## src/rtl/riscv_pkg.sv

```systemverilog
// Shared types and constants for the writeback stage: result sources, load
// funct3 encodings and writeback FSM states.
package riscv_pkg;

  localparam int XLEN = 32;

  typedef enum logic [1:0] {
    RES_ALU = 2'b00,
    RES_MEM = 2'b01,
    RES_PC4 = 2'b10
  } result_src_t;

  localparam logic [2:0] F3_LB  = 3'b000;
  localparam logic [2:0] F3_LH  = 3'b001;
  localparam logic [2:0] F3_LW  = 3'b010;
  localparam logic [2:0] F3_LBU = 3'b100;
  localparam logic [2:0] F3_LHU = 3'b101;

  typedef enum logic [1:0] {
    WB_IDLE     = 2'b00,
    WB_WAIT_MEM = 2'b01,
    WB_DRAIN    = 2'b10
  } wb_state_t;

  // Reserved result-source encoding falls back to the ALU result.
  function automatic logic [XLEN-1:0] select_result(input logic [1:0]      src,
                                                    input logic [XLEN-1:0] alu,
                                                    input logic [XLEN-1:0] pc4);
    if (src == RES_PC4) select_result = pc4;
    else                select_result = alu;
  endfunction

endpackage

```

## src/rtl/load_extend.sv

```systemverilog
// Combinational load alignment: picks the byte/half lane out of an aligned word,
// sign- or zero-extends it, and flags accesses that cross their natural alignment.
module load_extend
  import riscv_pkg::*;
(
  input  logic [XLEN-1:0] word_i,
  input  logic [1:0]      addr_i,
  input  logic [2:0]      funct3_i,
  output logic [XLEN-1:0] data_o,
  output logic            misaligned_o
);

  logic signed [7:0]  byte_s;
  logic signed [15:0] half_s;

  always_comb begin
    byte_s = 8'(word_i >> {addr_i, 3'b000});
    half_s = addr_i[1] ? word_i[31:16] : word_i[15:0];
  end

  always_comb begin
    data_o       = word_i;
    misaligned_o = 1'b0;
    unique case (funct3_i)
      F3_LB:  data_o = XLEN'(byte_s);
      F3_LBU: data_o = {{(XLEN-8){1'b0}}, byte_s};
      F3_LH: begin
        data_o       = XLEN'(half_s);
        misaligned_o = addr_i[0];
      end
      F3_LHU: begin
        data_o       = {{(XLEN-16){1'b0}}, half_s};
        misaligned_o = addr_i[0];
      end
      F3_LW:  misaligned_o = (addr_i != 2'b00);
      // Unsupported load encodings pass the raw word without raising an error.
      default: data_o = word_i;
    endcase
  end

endmodule

```

## src/rtl/writeback_stage.sv

```systemverilog
// Final pipeline stage feeding the register file write port (WE3/AD3/WD3);
// holds the pipe while a load waits on data memory and counts retirements.
module writeback_stage
  import riscv_pkg::*;
#(
  parameter int DATA_WIDTH    = 32,
  parameter int ADDRESS_WIDTH = 5
) (
  input  logic                     clk,
  input  logic                     rst_n,
  input  logic                     in_valid,
  output logic                     in_ready,
  input  logic                     in_reg_write,
  input  logic [ADDRESS_WIDTH-1:0] in_rd,
  input  logic [1:0]               in_result_src,
  input  logic [2:0]               in_funct3,
  input  logic [DATA_WIDTH-1:0]    in_alu_result,
  input  logic [DATA_WIDTH-1:0]    in_pc_plus4,
  input  logic                     mem_rvalid,
  input  logic [DATA_WIDTH-1:0]    mem_rdata,
  input  logic                     flush,
  output logic                     WE3,
  output logic [ADDRESS_WIDTH-1:0] AD3,
  output logic [DATA_WIDTH-1:0]    WD3,
  output logic                     misalign_err,
  output logic [31:0]              instret
);

  wb_state_t                state_q;
  logic [ADDRESS_WIDTH-1:0] rd_q;
  logic [2:0]               funct3_q;
  logic [1:0]               addr_q;
  logic                     reg_write_q;
  logic                     misal_q;

  logic                     we_q;
  logic [ADDRESS_WIDTH-1:0] ad_q;
  logic [DATA_WIDTH-1:0]    wd_q;
  logic                     err_q;
  logic [31:0]              instret_q;

  logic                     transfer;
  logic                     is_load;
  logic [DATA_WIDTH-1:0]    alu_sel_d;
  logic [DATA_WIDTH-1:0]    load_data_d;
  logic                     load_misal_d;
  logic                     cap_misal_d;
  logic [DATA_WIDTH-1:0]    cap_unused_d;

  assign in_ready  = rst_n && (state_q == WB_IDLE);
  assign transfer  = in_valid && in_ready;
  assign is_load   = (in_result_src == RES_MEM);
  assign alu_sel_d = select_result(in_result_src, in_alu_result, in_pc_plus4);

  // Alignment of the incoming load is judged when it is captured.
  load_extend u_cap_check (
    .word_i       (in_alu_result),
    .addr_i       (in_alu_result[1:0]),
    .funct3_i     (in_funct3),
    .data_o       (cap_unused_d),
    .misaligned_o (cap_misal_d)
  );

  load_extend u_load_extend (
    .word_i       (mem_rdata),
    .addr_i       (addr_q),
    .funct3_i     (funct3_q),
    .data_o       (load_data_d),
    .misaligned_o (load_misal_d)
  );

  always_ff @(posedge clk) begin
    if (!rst_n) begin
      state_q     <= WB_IDLE;
      rd_q        <= '0;
      funct3_q    <= '0;
      addr_q      <= '0;
      reg_write_q <= 1'b0;
      misal_q     <= 1'b0;
      we_q        <= 1'b0;
      ad_q        <= '0;
      wd_q        <= '0;
      err_q       <= 1'b0;
      instret_q   <= '0;
    end else begin
      we_q  <= 1'b0;
      err_q <= 1'b0;
      unique case (state_q)
        WB_IDLE: begin
          if (transfer && !flush) begin
            if (is_load) begin
              rd_q        <= in_rd;
              funct3_q    <= in_funct3;
              addr_q      <= in_alu_result[1:0];
              reg_write_q <= in_reg_write;
              misal_q     <= cap_misal_d;
              state_q     <= WB_WAIT_MEM;
            end else begin
              we_q      <= in_reg_write && (in_rd != '0);
              ad_q      <= in_rd;
              wd_q      <= alu_sel_d;
              instret_q <= instret_q + 32'd1;
            end
          end
        end
        WB_WAIT_MEM: begin
          if (mem_rvalid) begin
            state_q <= WB_IDLE;
            if (!flush) begin
              if (misal_q) begin
                err_q <= 1'b1;
              end else begin
                we_q      <= reg_write_q && (rd_q != '0);
                ad_q      <= rd_q;
                wd_q      <= load_data_d;
                instret_q <= instret_q + 32'd1;
              end
            end
          end else if (flush) begin
            state_q <= WB_DRAIN;
          end
        end
        WB_DRAIN: begin
          if (mem_rvalid) state_q <= WB_IDLE;
        end
        default: state_q <= WB_IDLE;
      endcase
    end
  end

  assign WE3          = we_q;
  assign AD3          = ad_q;
  assign WD3          = wd_q;
  assign misalign_err = err_q;
  assign instret      = instret_q;

  // The capture-side extender only contributes its alignment flag.
  logic unused_ok;
  assign unused_ok = ^{cap_unused_d, load_misal_d};

endmodule
```

## config.mk

```make
export PLATFORM = sky130hd
export DESIGN_NAME = writeback_stage
export DESIGN_NICKNAME = d
export VERILOG_FILES = /design/src/rtl/riscv_pkg.sv /design/src/rtl/load_extend.sv /design/src/rtl/writeback_stage.sv
export SDC_FILE = /design/constraint.sdc
export NUM_CORES = 1
export LEC_CHECK = 0
export CORE_MARGIN = 2
export CORE_UTILIZATION = 40
export DETAILED_ROUTE_END_ITERATION = 10
export PLACE_DENSITY = 0.82
export SKIP_CTS_REPAIR_TIMING = 1
export SYNTH_ARGS = -nofsm -noshare
export SYNTH_HDL_FRONTEND = slang
export SYNTH_SLANG_ARGS = --single-unit
```

## constraint.sdc

```tcl
create_clock -name clk -period 7.4 [get_ports clk]
set_clock_uncertainty 0.05 [all_clocks]
set_input_delay 1.11 -clock clk [delete_from_list [all_inputs] [get_ports clk]]
set_output_delay 1.11 -clock clk [all_outputs]
set_load 0.02 [all_outputs]
```

==> summary.md, run 1 <==
| Metric | Value |
|---|---|
| Headroom to the max-slew limit | 15.3% |
| Combined area of all synthesized cells | 4610 µm² |
| Category of the worst setup path capture point | flop |
| Cell taking the most area after synthesis | sky130_fd_sc_hd__dfxtp_1 |
| Share of async-settable or async-resettable flops after synthesis | 0% |
| Fraction of layout cells with a size suffix above 1 | 4.84% |
| Worst hold path cell count | 2 |
| Class of the worst hold path | flop to flop |
| Routed WL | 15.5 mm |
| Largest cells by area after synthesis | sky130_fd_sc_hd__dfxtp_1 37%, sky130_fd_sc_hd__nand2_1 6.6%, sky130_fd_sc_hd__nor2_1 6.1% |
| Number of nets in the layout | 852 |
| Final-report setup violation count | 0 |
| Slew at the pin closest to its max-slew limit | 1270 ps |
| Upper clock frequency limit | 0.231 GHz |
| Cell row count | 39 |
| Initial core utilization | 40.7% |
| Per-cell routed wire length | 17.5 µm |
| Number of max-slew violations in the final report | 0 |
| CTS clock-pin slew for the worst setup and hold paths | 70 ps |
| Via count of the first global-routing pass | 5101 |
| Maximum level of the CTS H-tree | 3 |
| Width of the die | 111 µm |
| Fin util | 60.3% |
| Port bufs | 183 |
| Clock buffer depth | 2 |
| Type of the worst setup path | input pin to flop |
| Overall Global Routing Usage | 24.4% |
| Highest-count cells in the layout ignoring fill and taps | 183 x sky130_fd_sc_hd__clkdlybuf4s50_1, 85 x sky130_fd_sc_hd__dfxtp_1, 81 x sky130_fd_sc_hd__nand2_1, 75 x sky130_fd_sc_hd__nor2_1, 30 x sky130_fd_sc_hd__a2111oi_0 |
| Pre-Repair DR Iteration Count | 4 |
| Post-layout min period | 4320 ps |
| Height of the die | roughly 110 µm |
| Routability Congestion | roughly 0.87 |
| Mean area per synthesized cell | 7.89 µm² |
| Unrepaired setup endpoints after global routing | false |
| Maximum number of pins on one net before global-route repair | 75 |
| I/O pin count | approximately 180 |
| Die area | around 12000 µm² |
| Count of mapped cells out of synthesis | 585 |
| CORE AREA | ~11000 µm² |
| Most common flop cell mapped by yosys | sky130_fd_sc_hd__dfxtp_1 |
| Worst VDD drop | 94.0 µV |
| Number of buffers created by CTS | 9 |
| Via count | 5124 |
| Post-synthesis net count | roughly 700 |
| PD cells | 167 nW/µm² |
| Outcome | finished clean |
| Global-route wire length before repair | 24.8 mm |
| Detailed placement HPWL | 11.2 mm |
| Count of cell types in the netlist | 43 |
| Clock root buffer master | sky130_fd_sc_hd__clkbuf_16 |
| Reported leakage power | 2.26 nW |
| Data arrival, critical path | 4520 ps |
| Number of max-capacitance violations reported | 0 |
| Antenna violation net count after detailed routing | 0 |
| Starting DRT DRC Count | 244 |
| Reg2Reg Depth | 5 |
| Global route total overflow | 0 |
| Total negative slack for setup checks | 0 ps |
| Number of remaining DRC errors | 0 |
| Number of antenna violations at the first check in global routing | 0 |
| Clock latency of the later-clocked register in the worst-skew pair | 340 ps |
| Worst-path fanout max | 49 |
| Clock tree from TritonCTS | built |
| Vias per cell | approximately 5.8 |
| Portion of the clock cycle consumed by the worst path in the final layout | approximately 58% |
| Number of synthesis warnings | 0 |
| Hold violation count in the final report | 0 |
| Number of synthesized register bits | 85 |
| Yosys top cell area share | 36.9% |
| Antenna fix cells | 0 |
| Kind of start point of the critical path | input pin |
| Sequential share of the synthesized area | 36.9% |
| Post-synth EDFFs | 0 |
| Required time of the critical path | 7600 ps |
| Clock sink count | 85 |
| Most common library cell in the layout ignoring fill and taps | sky130_fd_sc_hd__clkdlybuf4s50_1 |
| Area added between synthesis and finish | 48.0% |
==> report_power, final <==
group / internal [mW] / switching, mW / total [mW]
combinational: 0.0922 / 0.0767 / 0.169
sequential: 0.468 / 0.00840 / 0.476
clock: 0.298 / 0.199 / 0.496
==> per-layer routing <==
layer  GRT usage [%]  vias to the layer above  share of wire, %
met5               0                        -                 0
met2            43.1                      216                50
li1                -                     2448                 -
met4            10.9                        0               2.5
met3            6.15                       31               7.4
met1            27.9                     2429                40
==> worst paths after layout <==
| path | to | slack (ps) | startpoint |
|---|---|---|---|
| max | instret[29]$_SDFFE_PN0P_ | 3080 | rst_n |
| min | WD3[2]$_SDFFE_PN0P_ | 430 | WD3[2]$_SDFFE_PN0P_ |
| max reg2reg | instret[29]$_SDFFE_PN0P_ | 4260 | state_q[0]$_SDFFE_PN0P_ |
| min reg2reg | WD3[2]$_SDFFE_PN0P_ | 430 | WD3[2]$_SDFFE_PN0P_ |
==> logic make-up after synthesis <==
family,share of synthesized area [%]
multiplexers,6.78
flip-flops,36.9
buffers and inverters,4.01
AO/OA/AOI/OAI,18.7
XOR/XNOR,3.99
AND/OR/NAND/NOR,29.4
adder cells (fa/ha/maj),0.271
==> metrics by stage <==
stage | std cells | hold WS (ps) | setup slack, ps | area, µm² | power, mW
2_1_floorplan | 585 | 409 | 4190 | 4610 | 0.552
3_3_place_gp | 871 | 416 | 2860 | 6500 | 0.652
3_5_place_dp | 871 | 418 | 2750 | 6500 | 0.654
4_1_cts | 887 | 433 | 3100 | 6830 | 1.14
5_1_grt | 887 | 468 | 2960 | 6830 | 1.18
6_report | 887 | 433 | 3080 | 6830 | 1.14
==> worst max-delay path: stages <==
cell	delay [ps]
sky130_fd_sc_hd__clkdlybuf4s50_1	790
sky130_fd_sc_hd__or4b_4	570
sky130_fd_sc_hd__o32a_2	720
sky130_fd_sc_hd__or3_1	600
sky130_fd_sc_hd__or4_1	550
sky130_fd_sc_hd__a21oi_1	170
==> Yosys cell counts (3+ instances only) <==
cell type	count
sky130_fd_sc_hd__a2111oi_0	30
sky130_fd_sc_hd__a21oi_1	29
sky130_fd_sc_hd__a311oi_1	6
sky130_fd_sc_hd__a31oi_1	8
sky130_fd_sc_hd__and2_1	17
sky130_fd_sc_hd__and3_1	5
sky130_fd_sc_hd__and4_1	6
sky130_fd_sc_hd__buf_1	3
sky130_fd_sc_hd__clkbuf_1	40
sky130_fd_sc_hd__dfxtp_1	85
sky130_fd_sc_hd__inv_1	5
sky130_fd_sc_hd__mux2_2	8
sky130_fd_sc_hd__mux2i_1	20
sky130_fd_sc_hd__nand2_1	81
sky130_fd_sc_hd__nand2b_1	6
sky130_fd_sc_hd__nand3_1	23
sky130_fd_sc_hd__nand4_1	15
sky130_fd_sc_hd__nor2_1	75
sky130_fd_sc_hd__nor2b_1	13
sky130_fd_sc_hd__nor3_1	19
sky130_fd_sc_hd__o211ai_1	5
sky130_fd_sc_hd__o21ai_0	11
sky130_fd_sc_hd__o31ai_1	17
sky130_fd_sc_hd__o32ai_1	7
sky130_fd_sc_hd__or4_1	11
sky130_fd_sc_hd__xnor2_1	5
sky130_fd_sc_hd__xor2_1	16
==> state kept, by name, summed over array words and instances, names as in the netlist, 2 cells and up <==
register  count
rd_q          5
WD3          32
funct3_q      3
state_q       2
instret      32
AD3           5
addr_q        2
==> final cells by class <==
type,count,area [µm²]
clock buffers,9,225
clock inverters,7,97.6
fillers,984,4490
inverters,5,18.8
multi-input cells,451,2740
flip-flops and latches,85,1700
well taps,143,179
repair buffers,187,1860
No activity file was read; power rests on OpenSTA's default activity.
==> run 2: changes to the inputs <==
--- a/config.mk
+++ b/config.mk
@@ -8,7 +8,7 @@
 export CORE_MARGIN = 2
 export CORE_UTILIZATION = 40
 export DETAILED_ROUTE_END_ITERATION = 10
-export PLACE_DENSITY = 0.82
+export PLACE_DENSITY = 0.85
 export SKIP_CTS_REPAIR_TIMING = 1
 export SYNTH_ARGS = -nofsm -noshare
 export SYNTH_HDL_FRONTEND = slang
==> constraint.sdc (replaced) <==
create_clock -name clk -period 3.86 [get_ports clk]
set_clock_uncertainty 0.05 [all_clocks]
set_input_delay 0.579 -clock clk [delete_from_list [all_inputs] [get_ports clk]]
set_output_delay 0.579 -clock clk [all_outputs]
set_load 0.02 [all_outputs]
==> run 2 against run 1 <==
Clock power grew 96%. Count of clock-buffer cells in the layout is the same. Routed wire length grew 1.8%. Setup slack lost 2200 ps. Core utilization grew 0.46 points. Die area is the same. Sequential power grew 92%. Cell area grew 0.77%. Cell count grew 0.68%. First-iteration DRC count grew 10%. Hold slack is essentially flat. Critical path type unchanged. Largest cell class unchanged. Largest power group unchanged.
==> summary.md, run 2 (synthesis results as in run 1) <==
| Metric | Value |
|---|---|
| Final-report setup violation count | 0 (unchanged) |
| Number of max-capacitance violations reported | 0 (unchanged) |
| Per-cell routed wire length | 17.7 µm (+1.1%) |
| Port bufs | 183 (unchanged) |
| Global-route wire length before repair | 25.0 mm (+0.56%) |
| Number of buffers created by CTS | 9 (unchanged) |
| Pre-Repair DR Iteration Count | 6 (+2) |
| Antenna violation net count after detailed routing | 0 (unchanged) |
| Area of all placed cells without fillers | 6880 µm² (+0.77%) |
| Fillcell total | 998 (+1.4%) |
| CORE AREA | 11300 µm² (unchanged) |
| Required time of the critical path | 4070 ps (-3530 ps) |
| Vias per cell | 5.77 (-0.17%) |
| Via count | 5150 (+0.51%) |
| Headroom to the max-slew limit | 36.2% (+21 points) |
| Most common library cell in the layout ignoring fill and taps | sky130_fd_sc_hd__clkdlybuf4s50_1 |
| Maximum number of pins on one net before global-route repair | 52 (-31%) |
| Post-layout min period | approximately 3000 ps |
| Reported leakage power | 2.30 nW (+1.6%) |
| Maximum level of the CTS H-tree | 3 (unchanged) |
| Routability Congestion | 0.910 (+5.1%) |
| Antenna fix cells | 0 (unchanged) |
| Clock buffer depth | 2 (unchanged) |
| Initial core utilization | 40.7% (unchanged) |
| Data arrival, critical path | 3220 ps (-1300 ps) |
| Global route total overflow | 0 (unchanged) |
| Class of the worst hold path | flop to flop |
| Number of placed instances with taps included | 877 (+0.69%) |
| Upper clock frequency limit | approximately 0.33 GHz |
| Overall Global Routing Usage | 24.4% (about the same) |
| Unrepaired setup endpoints after global routing | false |
| Clock root buffer master | sky130_fd_sc_hd__clkbuf_16 |
| Die area | 12400 µm² (unchanged) |
| Number of max-slew violations in the final report | 0 (unchanged) |
| Kind of start point of the critical path | input pin |
| Clock latency of the later-clocked register in the worst-skew pair | 340 ps (about the same) |
| Type of the worst setup path | input pin to flop |
| Worst-path fanout max | 9 (-82%) |
| Height of the die | 111 µm (unchanged) |
| Routed WL | 15.8 mm (+1.8%) |
| Area added between synthesis and finish | 49.1% |
| Detailed placement HPWL | 11.6 mm (+3.0%) |
| Worst VDD drop | 260 µV (+180%) |
| Highest-count cells in the layout ignoring fill and taps | 183 x sky130_fd_sc_hd__clkdlybuf4s50_1, 85 x sky130_fd_sc_hd__dfxtp_1, 81 x sky130_fd_sc_hd__nand2_1, 75 x sky130_fd_sc_hd__nor2_1, 30 x sky130_fd_sc_hd__a2111oi_0 |
| PD cells | 321 nW/µm² (+92%) |
| Slew at the pin closest to its max-slew limit | 957 ps (-312 ps) |
| Number of remaining DRC errors | 0 (unchanged) |
| Width of the die | 111 µm (unchanged) |
| I/O pin count | 184 (unchanged) |
| Number of antenna violations at the first check in global routing | 0 (unchanged) |
| Outcome | finished clean |
| Portion of the clock cycle consumed by the worst path in the final layout | 78.0% |
| Starting DRT DRC Count | 269 (+10%) |
| Hold violation count in the final report | 0 (unchanged) |
| CTS clock-pin slew for the worst setup and hold paths | 70 ps (about the same) |
| Number of nets in the layout | 858 (+0.70%) |
| Clock tree from TritonCTS | built |
| Category of the worst setup path capture point | flop |
| Total negative slack for setup checks | 0 ps (unchanged) |
| Cell row count | 39 (unchanged) |
| Instance area after placement | 6550 µm² (+0.69%) |
| Clock sink count | 85 (unchanged) |
| Fraction of layout cells with a size suffix above 1 | 5.60% (+0.76 points) |
| Post-layout instance count excluding filler cells | 893 (+0.68%) |
| Via count of the first global-routing pass | 5136 (+0.69%) |
run 2: cell type report:
cell class                      instances  area [µm²]  area share, %
Timing Repair Buffer                  193        1910           27.7
Clock buffer                            9         225           3.27
Multi-Input combinational cell        451        2740           39.9
Inverter                                5        18.8          0.273
Clock inverter                          7         105           1.53
Sequential cell                        85        1700           24.7
Tap cell                              143         179           2.60
run 2: path summary, 6_finish.rpt:
check	from	to	slack (ps)	cells past startpoint
hold / removal	WD3[0]$_SDFFE_PN0P_	WD3[0]$_SDFFE_PN0P_	430	2
setup reg to reg	state_q[1]$_SDFFE_PN0P_	instret[29]$_SDFFE_PN0P_	1170	5
hold reg to reg	WD3[0]$_SDFFE_PN0P_	WD3[0]$_SDFFE_PN0P_	430	2
setup / recovery	flush	instret[29]$_SDFFE_PN0P_	850	6
run 2: layer usage:
metal	track usage, %	part of all wire (%)	up-vias	wire, µm
met3	5.82	8.2	18	1300
met2	45.9	52	235	8130
met4	7.41	1.5	0	242
met5	0	0	-	0
met1	27.3	39	2439	6100
li1	-	-	2458	-
run 2: through the flow:
stage	setup slack [ps]	hold slack (ps)	total power, mW	utilization (%)
3_5_place_dp	556	418	1.26	57.9
2_1_floorplan	1190	409	1.06	-
6_report	850	433	2.21	60.8
5_1_grt	767	451	2.27	60.8
4_1_cts	885	437	2.21	60.8
3_3_place_gp	621	411	1.25	57.9
run 2: where the power goes:
part	leakage, nW	internal (mW)	switching [mW]
sequential	0.688	0.897	0.0153
combinational	1.45	0.180	0.149
clock	0.158	0.577	0.393
total	2.30	1.65	0.557
run 2: critical path: stages:
cell and delay, ps:
sky130_fd_sc_hd__clkdlybuf4s50_1 490, sky130_fd_sc_hd__or4b_4 560, sky130_fd_sc_hd__o32a_2 410, sky130_fd_sc_hd__or3_1 490, sky130_fd_sc_hd__or4_1 560, sky130_fd_sc_hd__a21oi_1 150
